--- src/rtl/msrv32_pkg.sv ---
// ============================================================================
//  Module      : msrv32_pkg
//  Description : Shared constants for the RV32I store unit: funct3 store
//                codes, AHB HTRANS encodings and byte-lane mask values.
//  Revision    : 1.0 - initial release
// ============================================================================
`default_nettype none
`timescale 1ns/1ps

package msrv32_pkg;

    // Store width codes carried in funct3 (only bits [1:0] select the width)
    localparam logic [2:0] FUNCT3_SB = 3'b000;
    localparam logic [2:0] FUNCT3_SH = 3'b001;
    localparam logic [2:0] FUNCT3_SW = 3'b010;

    // AHB-Lite transfer types used by a single-beat write master
    localparam logic [1:0] HTRANS_IDLE   = 2'b00;
    localparam logic [1:0] HTRANS_NONSEQ = 2'b10;

    // Byte-lane write strobes, bit n enables byte n
    localparam logic [3:0] MASK_NONE    = 4'b0000;
    localparam logic [3:0] MASK_BYTE0   = 4'b0001;
    localparam logic [3:0] MASK_HALF_LO = 4'b0011;
    localparam logic [3:0] MASK_HALF_HI = 4'b1100;
    localparam logic [3:0] MASK_WORD    = 4'b1111;

endpackage : msrv32_pkg

`default_nettype wire

--- src/rtl/ms_rv32_store_unit_if.sv ---
// ============================================================================
//  Module      : ms_rv32_store_unit_if
//  Description : Bundle of execute-stage request signals and AHB-Lite write
//                master signals around the store unit. The "master" modport
//                is the side presenting the store request (execute stage),
//                the "slave" modport is the store unit itself.
//                Optional macro MS_RV32_MISALIGN_CHECK_EN adds the
//                misaligned_store_out flag.
//  Revision    : 1.0 - initial release
// ============================================================================
`default_nettype none
`timescale 1ns/1ps

interface ms_rv32_store_unit_if;

    logic [2:0]  funct3_in;
    logic [31:0] iadder_in;
    logic [31:0] rs2_in;
    logic        mem_wr_req_in;
    logic        ahb_ready_in;

    logic [31:0] ms_riscv32_mp_dmdata_out;
    logic [31:0] ms_riscv32_mp_dmaddr_out;
    logic [3:0]  ms_riscv32_mp_dmwr_mask_out;
    logic        ms_riscv32_mp_dmwr_req_out;
    logic [1:0]  ahb_htrans_out;
`ifdef MS_RV32_MISALIGN_CHECK_EN
    logic        misaligned_store_out;
`endif

`ifdef MS_RV32_MISALIGN_CHECK_EN
    modport master (
        output funct3_in, iadder_in, rs2_in, mem_wr_req_in, ahb_ready_in,
        input  ms_riscv32_mp_dmdata_out, ms_riscv32_mp_dmaddr_out,
               ms_riscv32_mp_dmwr_mask_out, ms_riscv32_mp_dmwr_req_out,
               ahb_htrans_out, misaligned_store_out
    );
    modport slave (
        input  funct3_in, iadder_in, rs2_in, mem_wr_req_in, ahb_ready_in,
        output ms_riscv32_mp_dmdata_out, ms_riscv32_mp_dmaddr_out,
               ms_riscv32_mp_dmwr_mask_out, ms_riscv32_mp_dmwr_req_out,
               ahb_htrans_out, misaligned_store_out
    );
`else
    modport master (
        output funct3_in, iadder_in, rs2_in, mem_wr_req_in, ahb_ready_in,
        input  ms_riscv32_mp_dmdata_out, ms_riscv32_mp_dmaddr_out,
               ms_riscv32_mp_dmwr_mask_out, ms_riscv32_mp_dmwr_req_out,
               ahb_htrans_out
    );
    modport slave (
        input  funct3_in, iadder_in, rs2_in, mem_wr_req_in, ahb_ready_in,
        output ms_riscv32_mp_dmdata_out, ms_riscv32_mp_dmaddr_out,
               ms_riscv32_mp_dmwr_mask_out, ms_riscv32_mp_dmwr_req_out,
               ahb_htrans_out
    );
`endif

endinterface : ms_rv32_store_unit_if

`default_nettype wire

--- src/rtl/msrv32_store_align.sv ---
// ============================================================================
//  Module      : msrv32_store_align
//  Description : Combinational store-data replication and byte-lane mask
//                generation from the store width and the low address bits.
//                With MS_RV32_MISALIGN_CHECK_EN defined it also flags
//                misaligned halfword/word accesses.
//  Revision    : 1.0 - initial release
// ============================================================================
`default_nettype none
`timescale 1ns/1ps

module msrv32_store_align
    import msrv32_pkg::*;
(
    input  wire logic [1:0]  width_sel_i,   // funct3[1:0]
    input  wire logic [1:0]  byte_off_i,    // effective address [1:0]
    input  wire logic [31:0] rs2_i,
    output logic      [31:0] data_o,
    output logic      [3:0]  mask_o
`ifdef MS_RV32_MISALIGN_CHECK_EN
    ,
    output logic             misaligned_o
`endif
);

    logic w_misaligned;

    // Replicate the store operand across every lane it may land in and pick the lanes
    always_comb begin
        data_o       = rs2_i;
        mask_o       = MASK_WORD;
        w_misaligned = 1'b0;
        if (width_sel_i == FUNCT3_SB[1:0]) begin
            data_o = {4{rs2_i[7:0]}};
            mask_o = MASK_BYTE0 << byte_off_i;
        end else if (width_sel_i == FUNCT3_SH[1:0]) begin
            data_o       = {2{rs2_i[15:0]}};
            mask_o       = byte_off_i[1] ? MASK_HALF_HI : MASK_HALF_LO;
            w_misaligned = byte_off_i[0];
        end else begin
            // 2'b10 and 2'b11 both decode as a full word
            w_misaligned = (byte_off_i != 2'b00);
        end
    end

`ifdef MS_RV32_MISALIGN_CHECK_EN
    assign misaligned_o = w_misaligned;
`else
    // Misalignment is not reported in this build; keep the term for readability only
    logic w_misaligned_unused;
    assign w_misaligned_unused = w_misaligned;
`endif

endmodule : msrv32_store_align

`default_nettype wire

--- src/rtl/ms_rv32_store_unit.sv ---
// ============================================================================
//  Module      : ms_rv32_store_unit
//  Description : RV32I store unit. Drives the AHB-Lite address phase
//                combinationally (word-aligned address, byte strobes, write
//                request, HTRANS) and registers the aligned write data for
//                the following data phase.
//                Optional macro MS_RV32_MISALIGN_CHECK_EN suppresses and
//                flags misaligned SH/SW accesses.
//  Revision    : 1.0 - initial release
// ============================================================================
`default_nettype none
`timescale 1ns/1ps

module ms_rv32_store_unit
    import msrv32_pkg::*;
(
    input  wire logic           ms_riscv32_mp_clk_in,
    input  wire logic           ms_riscv32_mp_rst_in,
    ms_rv32_store_unit_if.slave bus
);

    logic [31:0] w_aligned_data;
    logic [3:0]  w_aligned_mask;
    logic        w_issue;
    logic [31:0] data_d;
    logic [31:0] data_q;

    msrv32_store_align u_align (
        .width_sel_i  (bus.funct3_in[1:0]),
        .byte_off_i   (bus.iadder_in[1:0]),
        .rs2_i        (bus.rs2_in),
        .data_o       (w_aligned_data),
        .mask_o       (w_aligned_mask)
`ifdef MS_RV32_MISALIGN_CHECK_EN
        ,
        .misaligned_o (bus.misaligned_store_out)
`endif
    );

    // A write is presented only when requested, out of reset and (if checked) aligned
`ifdef MS_RV32_MISALIGN_CHECK_EN
    assign w_issue = bus.mem_wr_req_in & ~ms_riscv32_mp_rst_in & ~bus.misaligned_store_out;
`else
    assign w_issue = bus.mem_wr_req_in & ~ms_riscv32_mp_rst_in;
`endif

    // Address phase: purely combinational from the request inputs
    always_comb begin
        bus.ms_riscv32_mp_dmaddr_out    = {bus.iadder_in[31:2], 2'b00};
        bus.ms_riscv32_mp_dmwr_req_out  = w_issue;
        bus.ms_riscv32_mp_dmwr_mask_out = w_issue ? w_aligned_mask : MASK_NONE;
        bus.ahb_htrans_out              = w_issue ? HTRANS_NONSEQ : HTRANS_IDLE;
    end

    // Capture write data only when the address phase is accepted (HREADY high)
    always_comb begin
        data_d = data_q;
        if (w_issue && bus.ahb_ready_in) begin
            data_d = w_aligned_data;
        end
    end

    // Data-phase register, cleared on reset
    always_ff @(posedge ms_riscv32_mp_clk_in) begin
        if (ms_riscv32_mp_rst_in) begin
            data_q <= '0;
        end else begin
            data_q <= data_d;
        end
    end

    assign bus.ms_riscv32_mp_dmdata_out = data_q;

endmodule : ms_rv32_store_unit

`default_nettype wire

--- src/flat_wrapper.sv ---
// flat-port wrapper written by rule: the top's interface ports become plain ports
module ms_rv32_store_unit_flat import msrv32_pkg::*;
  (ms_riscv32_mp_clk_in, ms_riscv32_mp_rst_in, bus_funct3_in, bus_iadder_in, bus_rs2_in, bus_mem_wr_req_in, bus_ahb_ready_in, bus_ms_riscv32_mp_dmdata_out, bus_ms_riscv32_mp_dmaddr_out, bus_ms_riscv32_mp_dmwr_mask_out, bus_ms_riscv32_mp_dmwr_req_out, bus_ahb_htrans_out);
  ms_rv32_store_unit_if bus_i ();
  input  wire logic ms_riscv32_mp_clk_in;
  input  wire logic ms_riscv32_mp_rst_in;
  input wire logic [$bits(bus_i.funct3_in)-1:0] bus_funct3_in;
  input wire logic [$bits(bus_i.iadder_in)-1:0] bus_iadder_in;
  input wire logic [$bits(bus_i.rs2_in)-1:0] bus_rs2_in;
  input wire logic [$bits(bus_i.mem_wr_req_in)-1:0] bus_mem_wr_req_in;
  input wire logic [$bits(bus_i.ahb_ready_in)-1:0] bus_ahb_ready_in;
  output wire logic [$bits(bus_i.ms_riscv32_mp_dmdata_out)-1:0] bus_ms_riscv32_mp_dmdata_out;
  output wire logic [$bits(bus_i.ms_riscv32_mp_dmaddr_out)-1:0] bus_ms_riscv32_mp_dmaddr_out;
  output wire logic [$bits(bus_i.ms_riscv32_mp_dmwr_mask_out)-1:0] bus_ms_riscv32_mp_dmwr_mask_out;
  output wire logic [$bits(bus_i.ms_riscv32_mp_dmwr_req_out)-1:0] bus_ms_riscv32_mp_dmwr_req_out;
  output wire logic [$bits(bus_i.ahb_htrans_out)-1:0] bus_ahb_htrans_out;
  assign bus_i.funct3_in = bus_funct3_in;
  assign bus_i.iadder_in = bus_iadder_in;
  assign bus_i.rs2_in = bus_rs2_in;
  assign bus_i.mem_wr_req_in = bus_mem_wr_req_in;
  assign bus_i.ahb_ready_in = bus_ahb_ready_in;
  assign bus_ms_riscv32_mp_dmdata_out = bus_i.ms_riscv32_mp_dmdata_out;
  assign bus_ms_riscv32_mp_dmaddr_out = bus_i.ms_riscv32_mp_dmaddr_out;
  assign bus_ms_riscv32_mp_dmwr_mask_out = bus_i.ms_riscv32_mp_dmwr_mask_out;
  assign bus_ms_riscv32_mp_dmwr_req_out = bus_i.ms_riscv32_mp_dmwr_req_out;
  assign bus_ahb_htrans_out = bus_i.ahb_htrans_out;
  ms_rv32_store_unit u_core (.ms_riscv32_mp_clk_in(ms_riscv32_mp_clk_in), .ms_riscv32_mp_rst_in(ms_riscv32_mp_rst_in), .bus(bus_i));
endmodule
--- config.mk ---
export PLATFORM = sky130hd
export DESIGN_NAME = ms_rv32_store_unit_flat
export DESIGN_NICKNAME = d
export VERILOG_FILES = /design/src/rtl/msrv32_pkg.sv /design/src/rtl/ms_rv32_store_unit_if.sv /design/src/rtl/msrv32_store_align.sv /design/src/rtl/ms_rv32_store_unit.sv /design/src/flat_wrapper.sv
export SDC_FILE = /design/constraint.sdc
export NUM_CORES = 1
export LEC_CHECK = 0
export BUFFER_PORTS_ARGS = -buffer_cell sky130_fd_sc_hd__clkbuf_2
export CORE_ASPECT_RATIO = 1.25
export CORE_MARGIN = 5
export CORE_UTILIZATION = 47
export DETAILED_ROUTE_END_ITERATION = 7
export GPL_TIMING_DRIVEN = 1
export HOLD_SLACK_MARGIN = 0.12
export PLACE_DENSITY = 0.86
export SYNTH_ARGS = -nofsm -noshare
export SYNTH_HDL_FRONTEND = slang
export SYNTH_HIERARCHICAL = 1
export SYNTH_SLANG_ARGS = --single-unit
--- constraint.sdc ---
create_clock -name ms_riscv32_mp_clk_in -period 2.3 [get_ports ms_riscv32_mp_clk_in]
set_clock_uncertainty 0.2 [all_clocks]
set_input_delay 0.23 -clock ms_riscv32_mp_clk_in [delete_from_list [all_inputs] [get_ports ms_riscv32_mp_clk_in]]
set_output_delay 0.23 -clock ms_riscv32_mp_clk_in [all_outputs]
set_load 0.05 [all_outputs]
# ---- After elaboration in Yosys (flattened, before gate mapping)
# Cells that the tools add are included.
dict set report classes {
  shifts 1
  eq_ne 1
  n_bitwise 2
  n_mux 7
  reduce_logical 2
}
# operator n
set ops {}
lappend ops {{$mux W32} 2}
lappend ops {{$mux W4} 4}
lappend ops {{$shl A1 B2 Y4 const A} 1}
lappend ops {{$eq A2 B1 Y1 const B} 1}
lappend ops {{$logic_not A2 Y1} 1}
lappend ops {{$mux W2} 1}
lappend ops {{$and A1 B1 Y1} 1}
lappend ops {{$logic_and A1 B1 Y1} 1}
lappend ops {{$not A1 Y1} 1}
dict set report word_totals {
  input_bits 71
  ff_bits 32
  wordCells 14
  out_inout_bits 71
}

# ---- Logic depth before layout (Yosys ltp)
dict set report depth {
  word_depth 4
  ltp_mapped 6
}

# ---- Cells and area by module
# The synthesis kept the hierarchy.
# mod instances cells_each area_per_inst_um2 seq_area_each_um2
set modules_own_cells {}
lappend modules_own_cells {ms_rv32_store_unit 1 186 1821.7 640.6}
lappend modules_own_cells {msrv32_store_align 1 60 531.8 0.0}

# ---- Worst setup path before layout
# Ideal clock, no wire load.
dict set report synth_timing {
  kind {input port to output port}
  start {input port ms_riscv32_mp_rst_in}
  end {output port bus_ms_riscv32_mp_dmwr_mask_out[0]}
  n_path_buf 1
  setup_slack_ns 0.490
  cell_stages 3
  required_time_ns 1.870
  t_arrival_ns 1.380
  cell_sequence {clkbuf_2 -> and2b_1 -> and2_1}
}
dict set report synth_via {
  elab_chain_cells 3
}
# element line_no
set synth_lines {}
lappend synth_lines {{start, declared} flat_wrapper.sv:6} ;# input wire logic ms_riscv32_mp_rst_in;
lappend synth_lines {{$not A1 Y1} ms_rv32_store_unit.sv:44} ;# assign w_issue = bus.mem_wr_req_in & ~ms_riscv32_mp_rst_in;
lappend synth_lines {{$and A1 B1 Y1} ms_rv32_store_unit.sv:44}
lappend synth_lines {{net bus_ms_riscv32_mp_dmwr_req_out} flat_wrapper.sv:15} ;# output wire logic [$bits(bus_i.ms_riscv32_mp_dmwr_req_out)-1:0] bus_ms_riscv32_mp_dmwr_req_out;
lappend synth_lines {{$mux W4} ms_rv32_store_unit.sv:51} ;# bus.ms_riscv32_mp_dmwr_mask_out = w_issue ? w_aligned_mask : MASK_NONE;
lappend synth_lines {{end, declared} flat_wrapper.sv:14} ;# output wire logic [$bits(bus_i.ms_riscv32_mp_dmwr_mask_out)-1:0] bus_ms_riscv32_mp_dmwr_mask_out;
# The timed path passes the listed nets, and every way through them passes these cells.

# ---- Worst setup path after layout
dict set report layout_timing {
  start {input port bus_funct3_in[0]}
  end {output port bus_ms_riscv32_mp_dmwr_mask_out[2]}
}
dict set report layout_via {
  elab_chain_cells 4
  word_cells_on_any_way 5
}
# element line_no
set layout_lines {}
lappend layout_lines {{start, declared} flat_wrapper.sv:7} ;# input wire logic [$bits(bus_i.funct3_in)-1:0] bus_funct3_in;
lappend layout_lines {{$eq A2 B1 Y1} msrv32_store_align.sv:36} ;# end else if (width_sel_i == FUNCT3_SH[1:0]) begin
lappend layout_lines {{$mux W4} msrv32_store_align.sv:36}
lappend layout_lines {{$mux W4 *} msrv32_store_align.sv:33} ;# if (width_sel_i == FUNCT3_SB[1:0]) begin
lappend layout_lines {{net u_core.w_aligned_mask[2]} ms_rv32_store_unit.sv:23} ;# logic [3:0] w_aligned_mask;
lappend layout_lines {{$mux W4 *} ms_rv32_store_unit.sv:51}
# Mark *: on every way through the listed nets, which the timed path passes. The rest lies on a longest branch.

==> impl_metrics.csv <==
group,metric,value,unit
pwr,pwr-share-seq,42.0,%
logic_synthesis,synth_cell_types,25,
logic_synthesis,avgSynthCellArea,9.567,um^2
placed_design,dpl_cell_area,0.002364,mm^2
layout,postLayoutCellArea,0.002581,mm^2
timing,drv_slew,0,
die,die_w,73.29,um
setup_path,start_kind,"primary input",
logic_synthesis,ys_warn_count,6,
die,pin_count,142,
pwr,comb_power_share,30.0,%
clock_tree,root_buffer,"clkbuf_8",
logic_synthesis,yosys.cell_count.top_type,"buf_4",
routing,drc,0,
layout,area_growth,9.676,%
setup_path,path_class,"primary input to output pin",
setup_path,slowest_stage,"clkbuf_2",
layout,nNetsFinal,358,
setup_path,required,1.87,ns
routing,drt_pass1_iterations,4,
pwr,swShare,33.74,%
clock_tree,cts-resized-gates,0,
setup_path,crit_path_end_kind,"output pin",
pwr,clock_power_share,28.0,%
logic_synthesis,ys_seq_area_share,27.22,%
global_route,grt_pass1_wl,8500,um
clock_tree,hold_buffers,14,
placed_design,dp_hpwl,3856,um
timing,tns,0,ns
clock_tree,clk_pin_slew,0.06,ns
logic_synthesis,postSynthCellCount,246,
timing,rsz0062_at_grt,"false",
logic_synthesis,ys.flop_type,"dfxtp_1",
logic_synthesis,synth_edf_count,0,
routing,via_per_inst,5.095,
routing,drt-initial-drc-count,65,
pwr,fin_total_pwr,1.414,mW
timing,hold_violations,0,
timing,period_share,72.26,%
clock_tree,clk_latency,0.27,ns
flow_run,maxCapViolCount,0,
run_status,status,"completed",
global_route,grt_pass1_vias,1753,
routing,drt-total-wl,5520,um
placed_design,gp_congestion,0.8100,
routing,wl_per_cell,15.91,um
min_path,hold_path_class,"primary input to flop",
logic_synthesis,synthTopCellsByArea,"dfxtp_1 (27%), buf_4 (15%), a21bo_1 (13%), a21oi_2 (10%), nand3_1 (6.8%)",
pwr,leakage,1.136,nW
timing,max_slew.worst_pin.slew,0.5200,ns
die,core_area,0.004800,mm^2
clock_tree,cts_sinks,32,
clock_tree,cts_tree,"built",
clock_tree,clock_path_buffers,2,
global_route,track_usage,16.94,%
global_route,grt_start_max_net_pins,52,
logic_synthesis,synth_common_cells,"buf_4 (46), dfxtp_1 (32), nand3_1 (32)",
clock_tree,postCtsSetupRepairBufs,0,
pwr,internal-power,0.9372,mW
pwr,peakVddDrop,0.2835,mV
die,initial_core_util,49.04,%
timing,slew_headroom,65.34,%
setup_path,critPathMaxFanout,11,
die,dieArea,0.006531,mm^2
timing,setup_viol,0,
logic_synthesis,synth-seq-cells,32,
logic_synthesis,synth_top_area_share,27.22,%
die,row_count,28,
layout,diodes,0,
clock_tree,cts.htree.levels,2,
logic_synthesis,syn_area,0.002354,mm^2
pwr,power.density,548.0,mW/mm^2
setup_path,path_cells,"clkbuf_2 -> nand2b_4 -> a21o_1 -> and2_1 -> clkbuf_2",
layout,drive_gt1_share,49.48,%
logic_synthesis,ys_async_sr_fraction,0,%
setup_path,cpMostUsedCell,"clkbuf_2",
global_route,grt.overflow.total,0,
logic_synthesis,yosysTopAreaCell,"dfxtp_1",
clock_tree,cts_buffers,5,
die,die_h,89.12,um
pwr,p_sw,0.4773,mW
routing,dr_total_vias,1768,
timing,holdWs,0.1296,ns
setup_path,critical_path_arrival,1.23,ns
timing,max_freq,601.7,MHz
layout,largest_register_ffs,32,
timing,period_minus_slack,1.662,ns
routing,antenna_left,0,
global_route,antenna_found_initial,0,
placed_design,port_buffers,77,
setup_path,cpPeakStageDelay,0.31,ns
==> path summary, 6_finish.rpt <==
path	to	cells past startpoint	start	slack [ns]
hold / removal	u_core/bus.ms_riscv32_mp_dmdata_out[30]	5	bus_rs2_in[30]	0.13
setup / recovery	bus_ms_riscv32_mp_dmwr_mask_out[2]	5	bus_funct3_in[0]	0.64
hold reg to reg	u_core/bus.ms_riscv32_mp_dmdata_out[9]	2	u_core/bus.ms_riscv32_mp_dmdata_out[9]	0.38
setup reg to reg	u_core/bus.ms_riscv32_mp_dmdata_out[0]	2	u_core/bus.ms_riscv32_mp_dmdata_out[0]	1.30
==> cell families (layout without fill, tap and decap cells) <==
group / Yosys count / count (layout) / synth area share (%)
AO/OA/AOI/OAI: 76 / 76 / 29.13
buffers and inverters: 65 / 104 / 21.74
AND/OR/NAND/NOR: 48 / 48 / 10.69
flip-flops: 32 / 32 / 27.22
multiplexers: 24 / 24 / 11.06
other: 1 / 3 / 0.1593
==> through the flow <==
step | cells | setup slack, ns | util [%]
after detailed placement | 326 | 0.6246 | 49.24
after floorplan | 248 | 0.4903 | -
final | 347 | 0.6381 | 53.78
after CTS | 347 | 0.6237 | 53.78
after global placement | 326 | 0.6443 | 49.24
after global routing | 347 | 0.5562 | 53.78
==> routing by layer <==
metal / routed length [um] / track usage, % / vias to the layer above
met3: 471 / 5.287 / 12
met1: 2364 / 20.15 / 796
met2: 2569 / 27.83 / 75
met4: 114 / 7.743 / 0
met5: 0 / 0 / -
li1: - / - / 885
==> power groups by stage <==
| stage | clock, mW | combinational (mW) | sequential [mW] |
|---|---|---|---|
| after floorplan | 0 | 0.382 | 0.700 |
| after global placement | 0 | 0.402 | 0.605 |
| after detailed placement | 0 | 0.405 | 0.606 |
| after CTS | 0.412 | 0.425 | 0.594 |
| after global routing | 0.437 | 0.454 | 0.597 |
| final | 0.396 | 0.425 | 0.594 |
==> area by class of cell <==
type,count,area [um^2]
inverters,1,3.754
clock buffers,6,72.57
repair buffers,96,575.6
well taps,60,75.07
multi-input cells,151,1209
flip-flops and latches,32,640.6
clock inverters,1,5.005
fillers,447,2218
==> cell usage in the layout, fill, tap and decap left out <==
cell / count
clkbuf_2: 77
nand3_1: 32
dfxtp_1: 32
a21bo_1: 30
a21oi_2: 28
dlygate4sd3_1: 14
mux2_2: 14
mux2i_1: 8
nand2_1: 8
o21ai_2: 8
clkbuf_8: 5
and2_1: 4
a21oi_1: 4
buf_4: 4
conb_1: 3
a21bo_2: 2
a21o_1: 2
o21bai_1: 2
mux2_1: 2
clkinv_2: 1
clkbuf_1: 1
and2b_1: 1
buf_12: 1
nand2b_4: 1
nor2_1: 1
inv_1: 1
nor2_4: 1
==> worst max-delay path: cells and delay by family <==
family	cells	cell delay, ns
AOI/OAI and AO/OA	1	0.10
buffers and inverters	2	0.58
and+or+nand+nor	2	0.32
Power figures use the tool's default switching activity.
